File: src/rtl/source_check_if.sv
// source_check_if: bundles the receive-side test-source bus and the checker's
// status outputs. master = the stimulus/observer side, slave = the checker.
// Signals: din/sel/clear toward the checker; locked/err_flag/err_cnt/indic back.
interface source_check_if;
  logic [15:0] din;
  logic [1:0]  sel;
  logic        clear;
  logic        locked;
  logic        err_flag;
  logic [31:0] err_cnt;
  logic [1:0]  indic;

  modport master (
    output din, sel, clear,
    input  locked, err_flag, err_cnt, indic
  );

  modport slave (
    input  din, sel, clear,
    output locked, err_flag, err_cnt, indic
  );
endinterface

File: src/rtl/source_check.sv
// source_check: receive-side checker for the 16-bit test-source bus
// (counter / PRBS-15 / const / const_bar), with lock acquisition and error counting.
// Latency: din->compare 1 cycle; err_flag/err_cnt 2 cycles (3 with SOURCE_CHECK_BITCNT_EN).
// Backpressure: none, din is taken every cycle.
// Ports: clk1280 (sole clock), FPGA_RESETn (async, active-low), bus (source_check_if.slave):
//   din, sel (00 cnt, 01 prbs, 10 const, 11 const_bar), clear -> locked, err_flag, err_cnt, indic.
// Build option: define SOURCE_CHECK_BITCNT_EN to count bit errors (popcount) instead of words.
module source_check #(
  parameter logic [15:0] CONST_VAL = 16'h5555,
  parameter int          LOCK_CNT  = 8,
  parameter int          LOSS_CNT  = 4
) (
  input  logic          clk1280,
  input  logic          FPGA_RESETn,
  source_check_if.slave bus
);

  localparam logic [7:0] LOCK_N    = 8'(LOCK_CNT);
  localparam logic [7:0] LOSS_LAST = 8'(LOSS_CNT - 1);

  typedef enum logic [1:0] {HUNT, SYNC, LOCKED} state_t;

  state_t      state, state_nxt;
  logic [15:0] d1, d2;
  logic [15:0] exp_q;       // expected word used for the previous compare
  logic [15:0] prev;
  logic [15:0] exp_word;
  logic [1:0]  sel_q;
  logic [7:0]  match_cnt, match_cnt_nxt;
  logic [7:0]  loss_cnt, loss_cnt_nxt;
  logic        sel_chg;
  logic        match;
  logic        err_now;
  logic        err_hit;
  logic [31:0] err_inc;
  logic [32:0] err_sum;
  logic [31:0] err_cnt_q;
  logic        err_flag_q;
  logic        err_seen;

  // PRBS-15 (s[n] = s[n-14] ^ s[n-15]), 16 serial bits per word, bit 15 first.
  // h[i] holds s[k+i] where prev word bit 15 is s[k]; only s[k+1..k+15] feed
  // the next word, so the MSB of prev is not needed.
  function automatic logic [15:0] prbs_next(input logic [14:0] p);
    logic [31:1] h;
    logic [15:0] n;
    for (int i = 1; i < 16; i++) h[i] = p[15-i];
    for (int j = 0; j < 16; j++) begin
      h[16+j] = h[j+2] ^ h[j+1];
      n[15-j] = h[16+j];
    end
    return n;
  endfunction

  assign sel_chg = (bus.sel != sel_q);

  // While hunting/syncing the prediction is seeded from the received stream;
  // once locked it runs from its own history so one bad word is one error.
  always_comb begin
    prev = (state == LOCKED) ? exp_q : d2;
    case (sel_q)
      2'b00:   exp_word = prev + 16'd1;
      2'b01:   exp_word = prbs_next(prev[14:0]);
      2'b10:   exp_word = CONST_VAL;
      default: exp_word = ~CONST_VAL;
    endcase
  end

  assign match = (d1 == exp_word);

  always_comb begin
    state_nxt     = state;
    match_cnt_nxt = match_cnt;
    loss_cnt_nxt  = loss_cnt;
    err_now       = 1'b0;
    if (sel_chg) begin
      state_nxt     = HUNT;
      match_cnt_nxt = 8'd0;
      loss_cnt_nxt  = 8'd0;
    end else begin
      case (state)
        HUNT: begin
          if (match) begin
            state_nxt     = SYNC;
            match_cnt_nxt = 8'd1;
          end
        end
        SYNC: begin
          // count is registered, so lock is declared the cycle after the
          // LOCK_CNT-th consecutive match has been recorded
          if (match_cnt == LOCK_N) begin
            state_nxt     = LOCKED;
            match_cnt_nxt = 8'd0;
            loss_cnt_nxt  = 8'd0;
          end else if (match) begin
            match_cnt_nxt = match_cnt + 8'd1;
          end else begin
            state_nxt     = HUNT;
            match_cnt_nxt = 8'd0;
          end
        end
        LOCKED: begin
          if (!match) begin
            err_now = 1'b1;
            if (loss_cnt == LOSS_LAST) begin
              state_nxt    = HUNT;
              loss_cnt_nxt = 8'd0;
            end else begin
              loss_cnt_nxt = loss_cnt + 8'd1;
            end
          end else begin
            loss_cnt_nxt = 8'd0;
          end
        end
        default: begin
          state_nxt     = HUNT;
          match_cnt_nxt = 8'd0;
          loss_cnt_nxt  = 8'd0;
        end
      endcase
    end
  end

  always_ff @(posedge clk1280 or negedge FPGA_RESETn) begin
    if (!FPGA_RESETn) begin
      state     <= HUNT;
      d1        <= 16'd0;
      d2        <= 16'd0;
      exp_q     <= 16'd0;
      sel_q     <= 2'b00;
      match_cnt <= 8'd0;
      loss_cnt  <= 8'd0;
    end else begin
      state     <= state_nxt;
      d1        <= bus.din;
      d2        <= d1;
      exp_q     <= exp_word;
      sel_q     <= bus.sel;
      match_cnt <= match_cnt_nxt;
      loss_cnt  <= loss_cnt_nxt;
    end
  end

`ifdef SOURCE_CHECK_BITCNT_EN
  function automatic logic [4:0] popcnt16(input logic [15:0] v);
    logic [4:0] c;
    c = 5'd0;
    for (int i = 0; i < 16; i++) c = c + {4'd0, v[i]};
    return c;
  endfunction

  logic       err_p;
  logic [4:0] pop_p;

  always_ff @(posedge clk1280 or negedge FPGA_RESETn) begin
    if (!FPGA_RESETn) begin
      err_p <= 1'b0;
      pop_p <= 5'd0;
    end else begin
      err_p <= err_now;
      pop_p <= err_now ? popcnt16(d1 ^ exp_word) : 5'd0;
    end
  end

  assign err_hit = err_p;
  assign err_inc = {27'd0, pop_p};
`else
  assign err_hit = err_now;
  assign err_inc = 32'd1;
`endif

  assign err_sum = {1'b0, err_cnt_q} + {1'b0, err_inc};

  // clear beats a coincident error for the count and sticky bit, but the
  // error pulse is still reported
  always_ff @(posedge clk1280 or negedge FPGA_RESETn) begin
    if (!FPGA_RESETn) begin
      err_cnt_q  <= 32'd0;
      err_flag_q <= 1'b0;
      err_seen   <= 1'b0;
    end else begin
      err_flag_q <= err_hit;
      if (bus.clear) begin
        err_cnt_q <= 32'd0;
        err_seen  <= 1'b0;
      end else if (err_hit) begin
        err_cnt_q <= err_sum[32] ? 32'hFFFF_FFFF : err_sum[31:0];
        err_seen  <= 1'b1;
      end
    end
  end

  assign bus.locked   = (state == LOCKED);
  assign bus.err_flag = err_flag_q;
  assign bus.err_cnt  = err_cnt_q;
  assign bus.indic    = {bus.locked, err_seen};

endmodule
File: src/flat_wrapper.sv
// flat-port wrapper written by rule: the top's interface ports become plain ports
module source_check_flat 
#(
  parameter logic [15:0] CONST_VAL = 16'h5555,
  parameter int          LOCK_CNT  = 8,
  parameter int          LOSS_CNT  = 4
)
  (clk1280, FPGA_RESETn, bus_din, bus_sel, bus_clear, bus_locked, bus_err_flag, bus_err_cnt, bus_indic);
  source_check_if bus_i ();
  input  logic clk1280;
  input  logic FPGA_RESETn;
  input wire logic [$bits(bus_i.din)-1:0] bus_din;
  input wire logic [$bits(bus_i.sel)-1:0] bus_sel;
  input wire logic [$bits(bus_i.clear)-1:0] bus_clear;
  output wire logic [$bits(bus_i.locked)-1:0] bus_locked;
  output wire logic [$bits(bus_i.err_flag)-1:0] bus_err_flag;
  output wire logic [$bits(bus_i.err_cnt)-1:0] bus_err_cnt;
  output wire logic [$bits(bus_i.indic)-1:0] bus_indic;
  assign bus_i.din = bus_din;
  assign bus_i.sel = bus_sel;
  assign bus_i.clear = bus_clear;
  assign bus_locked = bus_i.locked;
  assign bus_err_flag = bus_i.err_flag;
  assign bus_err_cnt = bus_i.err_cnt;
  assign bus_indic = bus_i.indic;
  source_check #(.CONST_VAL(CONST_VAL), .LOCK_CNT(LOCK_CNT), .LOSS_CNT(LOSS_CNT)) u_core (.clk1280(clk1280), .FPGA_RESETn(FPGA_RESETn), .bus(bus_i));
endmodule
File: config.mk
export PLATFORM = sky130hd
export DESIGN_NAME = source_check_flat
export DESIGN_NICKNAME = d
export VERILOG_FILES = /design/src/rtl/source_check_if.sv /design/src/rtl/source_check.sv /design/src/flat_wrapper.sv
export SDC_FILE = /design/constraint.sdc
export NUM_CORES = 1
export LEC_CHECK = 0
export ABC_AREA = 1
export CORE_ASPECT_RATIO = 0.5
export CORE_UTILIZATION = 40
export DETAILED_ROUTE_END_ITERATION = 10
export SYNTH_ARGS = -nofsm -noshare
export SYNTH_HDL_FRONTEND = slang
export SYNTH_SLANG_ARGS = --single-unit
File: constraint.sdc
create_clock -name clk1280 -period 3.4 [get_ports clk1280]
set_input_delay 1.02 -clock clk1280 [delete_from_list [all_inputs] [get_ports clk1280]]
set_output_delay 1.02 -clock clk1280 [all_outputs]
set_load 0.02 [all_outputs]
### Word-level counts from Yosys, hierarchy flattened

Index checks and enable logic that the tools add are counted.
Widths: inputs -> output; s select.

| storage, ports and cells | value |
|---|---|
| register bits | 102 |
| logic and storage cells | 78 |

| cells by class | value |
|---|---|
| add/sub/neg operators | 4 |
| equality and inequality tests | 15 |
| muxes and demuxes | 27 |
| bitwise operators | 16 |
| reductions and logical operators | 6 |

Operators by type and width:

| operator | count |
|---|---|
| $mux 32 | 3 |
| $mux 8 | 8 |
| $pmux 16 s3 | 1 |
| $pmux 8 s3 | 2 |
| $add 32x1->33 const B | 1 |
| $add 16x1->16 const B | 1 |
| $add 8x1->8 const B | 2 |
| $eq 16x16->1 | 1 |
| $mux 16 | 1 |
| $xor 1x1->1 | 16 |
| $mux 2 | 6 |
| $ne 3x1->1 const B | 3 |
| $eq 8x2->1 const B | 1 |
| $eq 8x4->1 const B | 1 |
| $pmux 2 s3 | 1 |
| $mux 1 | 5 |
| $eq 2x1->1 const B | 2 |
| $eq 2x2->1 const B | 2 |
| $logic_not 2->1 | 2 |
| $ne 2x1->1 const B | 2 |
| $ne 4x3->1 const B | 1 |
| $reduce_and 2->1 | 2 |
| $reduce_and 4->1 | 1 |
| $ne 3x2->1 const B | 1 |
| 2 further kinds | 2 |

### Logic depth before layout (Yosys ltp)

| depth | value |
|---|---|
| word-level depth | 11 |
| gate-level depth with buffers | 26 |
| gate-level depth less buffers | 25 |

### Worst setup path before layout

No wires, ideal clock.

| timing path | value |
|---|---|
| path kind | register -> register |
| start point | register u_core.state[0] |
| end point | register u_core.loss_cnt[2] |
| library setup time | 133 ps |
| arrival time | 2712 ps |
| required time | 3267 ps |
| path slack | 555 ps |
| cell stages (with the launch flop) | 24 |
| path buffers | 1 |
| cells stage by stage | dfrtp_1 inv_2 nand2_4 buf_4 o21ai_1 ha_1 inv_1 nand2_1 nand3_1 nand2_1 nand2_1 nand2_1 nand2_1 nand2_1 nor2_1 nand3_1 nor2_1 nand2_1 nor2_4 nand2_4 nand2_2 nor2_1 a21oi_1 nor2_1 |

| between the ends | value |
|---|---|
| word-level cells in the longest chain between the ends | 9 |
| elaborated cells on any way between the ends | 29 |

Ends and longest elaborated chain:

| item | line | source |
|---|---|---|
| start, declared | source_check.sv:23 | `state_t state, state_nxt;` |
| start signal, assigned | source_check.sv:134 | `state <= state_nxt;` |
| parallel branches: the longest is 9 deep, another holds $add 16x1->16 | -- |  |
| end signal, assigned | source_check.sv:140 | `loss_cnt <= loss_cnt_nxt;` |
| end, declared | source_check.sv:30 | `logic [7:0] loss_cnt, loss_cnt_nxt;` |

Several ways; the timed one is not identified.
A chain may end at the register's enable or synchronous reset.

### Final worst setup path

| timing path | value |
|---|---|
| start point | register u_core.state[1] |
| end point | register u_core.err_cnt_q[4], in the netlist u_core.bus.err_cnt[4] |

| between the ends | value |
|---|---|
| word-level cells in the longest chain between the ends | 10 |
| elaborated cells on any way between the ends | 25 |

Ends and longest elaborated chain:

| item | line | source |
|---|---|---|
| $eq 2x2->1 * | source_check.sv:60, source_check.sv:81 |  |
| parallel branches: the longest is 6 deep, another holds $add 16x1->16 | -- |  |
| $mux 1 * | source_check.sv:81 | `case (state)` |
| $mux 1 * | source_check.sv:76 | `if (sel_chg) begin` |
| $reduce_bool 2->1 (no source line) * | -- |  |
| end signal, assigned | source_check.sv:187 | `err_cnt_q <= err_sum[32] ? 32'hFFFF_FFFF : err_sum[31:0];` |
| end, declared | source_check.sv:37 | `logic [31:0] err_cnt_q;` |

Mark *: on every way between the ends.

==> results.txt <==
- Global placer's final weighted congestion: 0.879
* Average wire per standard cell: 14.2 um
- The core region is 14800 um2.
- After synthesis, the share of flip-flops with an asynchronous set or reset is 100%.
* Synth top area share: 41.1%
* Global-route wire length before repair: 26600 um
- After the last flow step, the layout net total stands at 966.
- Maximum number of pins on one net before global-route repair: 46
- The count of buffers added on input and output ports is 56.
- The Yosys step of the flow raised 0 warnings.
* Die boundary width: 178 um
- In this run, CTS created clock tree buffers numbering 9.
* Critical path cell sequence: buf_8, nand3_1, nand2_1, ha_1, nand2_4, nor2_4, buf_4, nand3_1, nand3_1, nand3_2, nand2_2, nor2_1, nand3_1, nor2_2, nand2_2, nor2_4, nand2_4, nand2_2, nand2_2, buf_4, nand2_1, o21ai_0
- Deepest clock path buffer count: 2
* Number of remaining DRC errors: 0
- Across all setup checks in the final design, the least slack found is 242 ps.
- Cell with the biggest individual delay on the critical path: sky130_fd_sc_hd__dfrtp_2
* Overflow left after global routing: 0
* Hold-fix buffers, CTS: 0
* Number of cells on the critical path: 22
- After filler insertion, the fill cell instance count of the layout stands at 1442.
* Hold Vio Cnt, Final: 0
* Sum of net half-perimeters after detailed placement: 11700 um
- Die Area: 16100 um2
- Total area of multi-input combinational cells: 3160 um2
- The run finished with clean final reports.
- Synth top area cells: sky130_fd_sc_hd__dfrtp_1 (41%), sky130_fd_sc_hd__nand2_1 (13%), sky130_fd_sc_hd__nand3_1 (8.9%), sky130_fd_sc_hd__inv_1 (6.9%), sky130_fd_sc_hd__nor2_1 (4.5%)
- At the worst endpoint, the required time is 3640 ps.
- On the final layout, the worst clock skew is 16.1 ps.
- Fraction of final layout cells sized beyond drive strength 1: 11.4%
- The synthesized design contains 0 enable-type register cells.
* Drt total wl: 16000 um
- Overall track demand over capacity in global routing: 21.0%
* Max Cap Violations: 0
- Critical Path Max Stage Delay: 470 ps
- Type of the most critical hold path: flop to flop
- Setup total negative slack on the finished layout was measured at 0 ps.
* Synthesized area per cell: 7.38 um2
* Kind of capture point of the worst setup path: flop
* Pwr Density: 357 nW/um2
- TritonCTS built the clock tree.
- Worst VDD drop: 0.000259 V
- After synthesis the cells add up to 6210 um2.
* Vias/cell: 5.11
* Kind of start point of the critical path: flop
* Count of cell types in the netlist: 40
* Number of cells on the worst hold path: 0
- The final max-slew violation count was 0.
- Root Buffer Master: sky130_fd_sc_hd__clkbuf_16
* Number of vias in the routed layout: 5774
- Effective utilization at floorplan: 41.9%
- Top flip-flop cell by instance count after synthesis: sky130_fd_sc_hd__dfrtp_1
- Worst path buffer plus inverter count: 3
- Cell type with the largest total area after synthesis: sky130_fd_sc_hd__dfrtp_1
* Cell class contributing the biggest share of worst-path delay: simple AND/OR/NAND/NOR gates
* Part of the Yosys area used for sequential elements: 41.1%
* Static leakage: 3.56 nW
- The H-tree was split into 3 levels.
- Die H: 90.1 um
* Source-to-sink clock delay at the later pin of the worst-skew pair: 360 ps
* Antenna violations before repair: 0
- Period minus WS final: 3160 ps
- Static timing analysis puts the maximum clock frequency at 317 MHz.
- Post-place setup slack: 90.7 ps
* Synth Instances: 842
- After synthesis the netlist holds a flip-flop and latch count of 102.
- Worst slew margin relative to its limit: 55.5%
* Number of standard-cell rows in the floorplan: 31
- Setup violators final: 0
- From synthesis to final layout, the design area changed by 22.9%.
* Pre-Repair DR Iteration Count: 5
- Number of DRC markers after the initial detailed-route iteration: 348
- Worst path arrival time: 3400 ps
- The worst setup path is of the flop to flop kind.
* ANT nets after route: 0
- CTS sink count: 102
- The worst path uses 92.9% of the clock period.
- Crit-path max FO: 13
- Diodes inserted: 0
* Syn nets: 880
- Clock-pin slew was measured on the worst setup and hold paths at 80 ps.
- The via count of the first global-routing pass is 5377.
- Measured in cells, the most critical reg-to-reg path has a length of 22.
- Number of I/O pins: 57
- Actual slew at the worst max-slew pin: 662 ps
- Registers take 2550 um2.
cells in the mapped netlist (4+ instances only):
master                    instances
sky130_fd_sc_hd__a21oi_1         21
sky130_fd_sc_hd__buf_2            7
sky130_fd_sc_hd__buf_6            6
sky130_fd_sc_hd__dfrtp_1        102
sky130_fd_sc_hd__ha_1            17
sky130_fd_sc_hd__inv_1          115
sky130_fd_sc_hd__nand2_1        211
sky130_fd_sc_hd__nand2_2          9
sky130_fd_sc_hd__nand3_1        110
sky130_fd_sc_hd__nand3_2          4
sky130_fd_sc_hd__nand4_1         15
sky130_fd_sc_hd__nor2_1          74
sky130_fd_sc_hd__nor3_1          21
sky130_fd_sc_hd__nor4_1           7
sky130_fd_sc_hd__o21ai_0         33
sky130_fd_sc_hd__o21ai_1         10
sky130_fd_sc_hd__o22ai_1         10
sky130_fd_sc_hd__o22ai_2          4
sky130_fd_sc_hd__xnor2_1          5
sky130_fd_sc_hd__xor2_1          23
cells by family after synthesis:
kind of cell | Yosys count | synth area share, %
xor gates and xnor gates | 28 | 3.95
and+or+nand+nor | 468 | 33.9
adders and majority gates | 17 | 3.42
DFF | 102 | 41.1
AOI/OAI and AO/OA | 88 | 8.26
buffers and inverters | 139 | 9.44
area by class of cell:
cell class / count / area share, %
multi-input combinational: 602 / 41.4
sequential: 102 / 33.4
timing repair buffer: 94 / 11.8
inverter: 119 / 5.91
tap: 198 / 3.24
clock buffer: 10 / 3.13
clock inverter: 6 / 1.02
layer usage:
layer	GRT usage [%]	share of wire, %	wire [um]	vias up
met5	0	0	0	-
met4	4.17	0.69	110	0
met3	5.37	6.6	1050	10
met2	32.8	45	7250	160
met1	29.4	48	7620	2707
li1	-	-	-	2897
layout by cell type, fill, tap and decap left out, drive strengths merged:
cell,instances
dfrtp,102
clkinv,3
buf,39
clkdlybuf4s50,55
or2,4
o22ai,14
nor3b,3
nand4,15
nand3b,3
nor3,21
nor2,78
a21oi,22
inv,120
o2111ai,1
o211ai,2
xor2,23
o21ai,43
nand3,114
clkinvlp,1
ha,17
xnor2,5
o21bai,2
a21o,1
clkbuf,10
a31oi,1
bufinv,1
o21a,2
nand2,224
nor4,7
final timing paths:
check / slack [ps] / endpoint / from
max reg2reg: 240 / u_core.bus.err_cnt[4] / u_core.state[1]
min: 380 / u_core.d2[1] / u_core.d1[1]
min reg2reg: 380 / u_core.d2[1] / u_core.d1[1]
max in group asynchronous: 2050 / u_core.d1[3] / FPGA_RESETn
max: 240 / u_core.bus.err_cnt[4] / u_core.state[1]
min in group asynchronous: 570 / u_core.bus.err_cnt[15] / FPGA_RESETn
report_power, final:
part / switching (mW) / internal, mW / leakage [nW]
logic: 0.214 / 0.124 / 2.10
clock network: 0.508 / 0.605 / 0.153
registers: 0.0241 / 1.25 / 1.31
sequential cells by signal, indices dropped and copies added, names as in the netlist, 2 cells and up:
name	flops
u_core.bus.err_cnt	32
u_core.d1	16
u_core.d2	16
u_core.exp_q	16
u_core.loss_cnt	8
u_core.match_cnt	8
u_core.sel_q	2
u_core.state	2
through the flow:
step	instance area [um2]	utilization [%]	total power [mW]	cells	hold slack (ps)
floorplan	6210	-	1.49	842	354
detailed placement	7150	48.3	1.62	1106	368
global route	7640	51.5	2.86	1131	402
finish	7640	51.5	2.73	1131	381
CTS	7470	50.4	2.74	1122	384
global placement	7150	48.3	1.62	1106	364
repair_timing:
| action | 4_1_cts | 5_1_grt |
|---|---|---|
| setup buffers | 0 | 8 |
| gates resized for setup | 0 | 28 |
| endpoints found under the setup margin | 0 | 50 |
(Power assumes the default switching activity.)
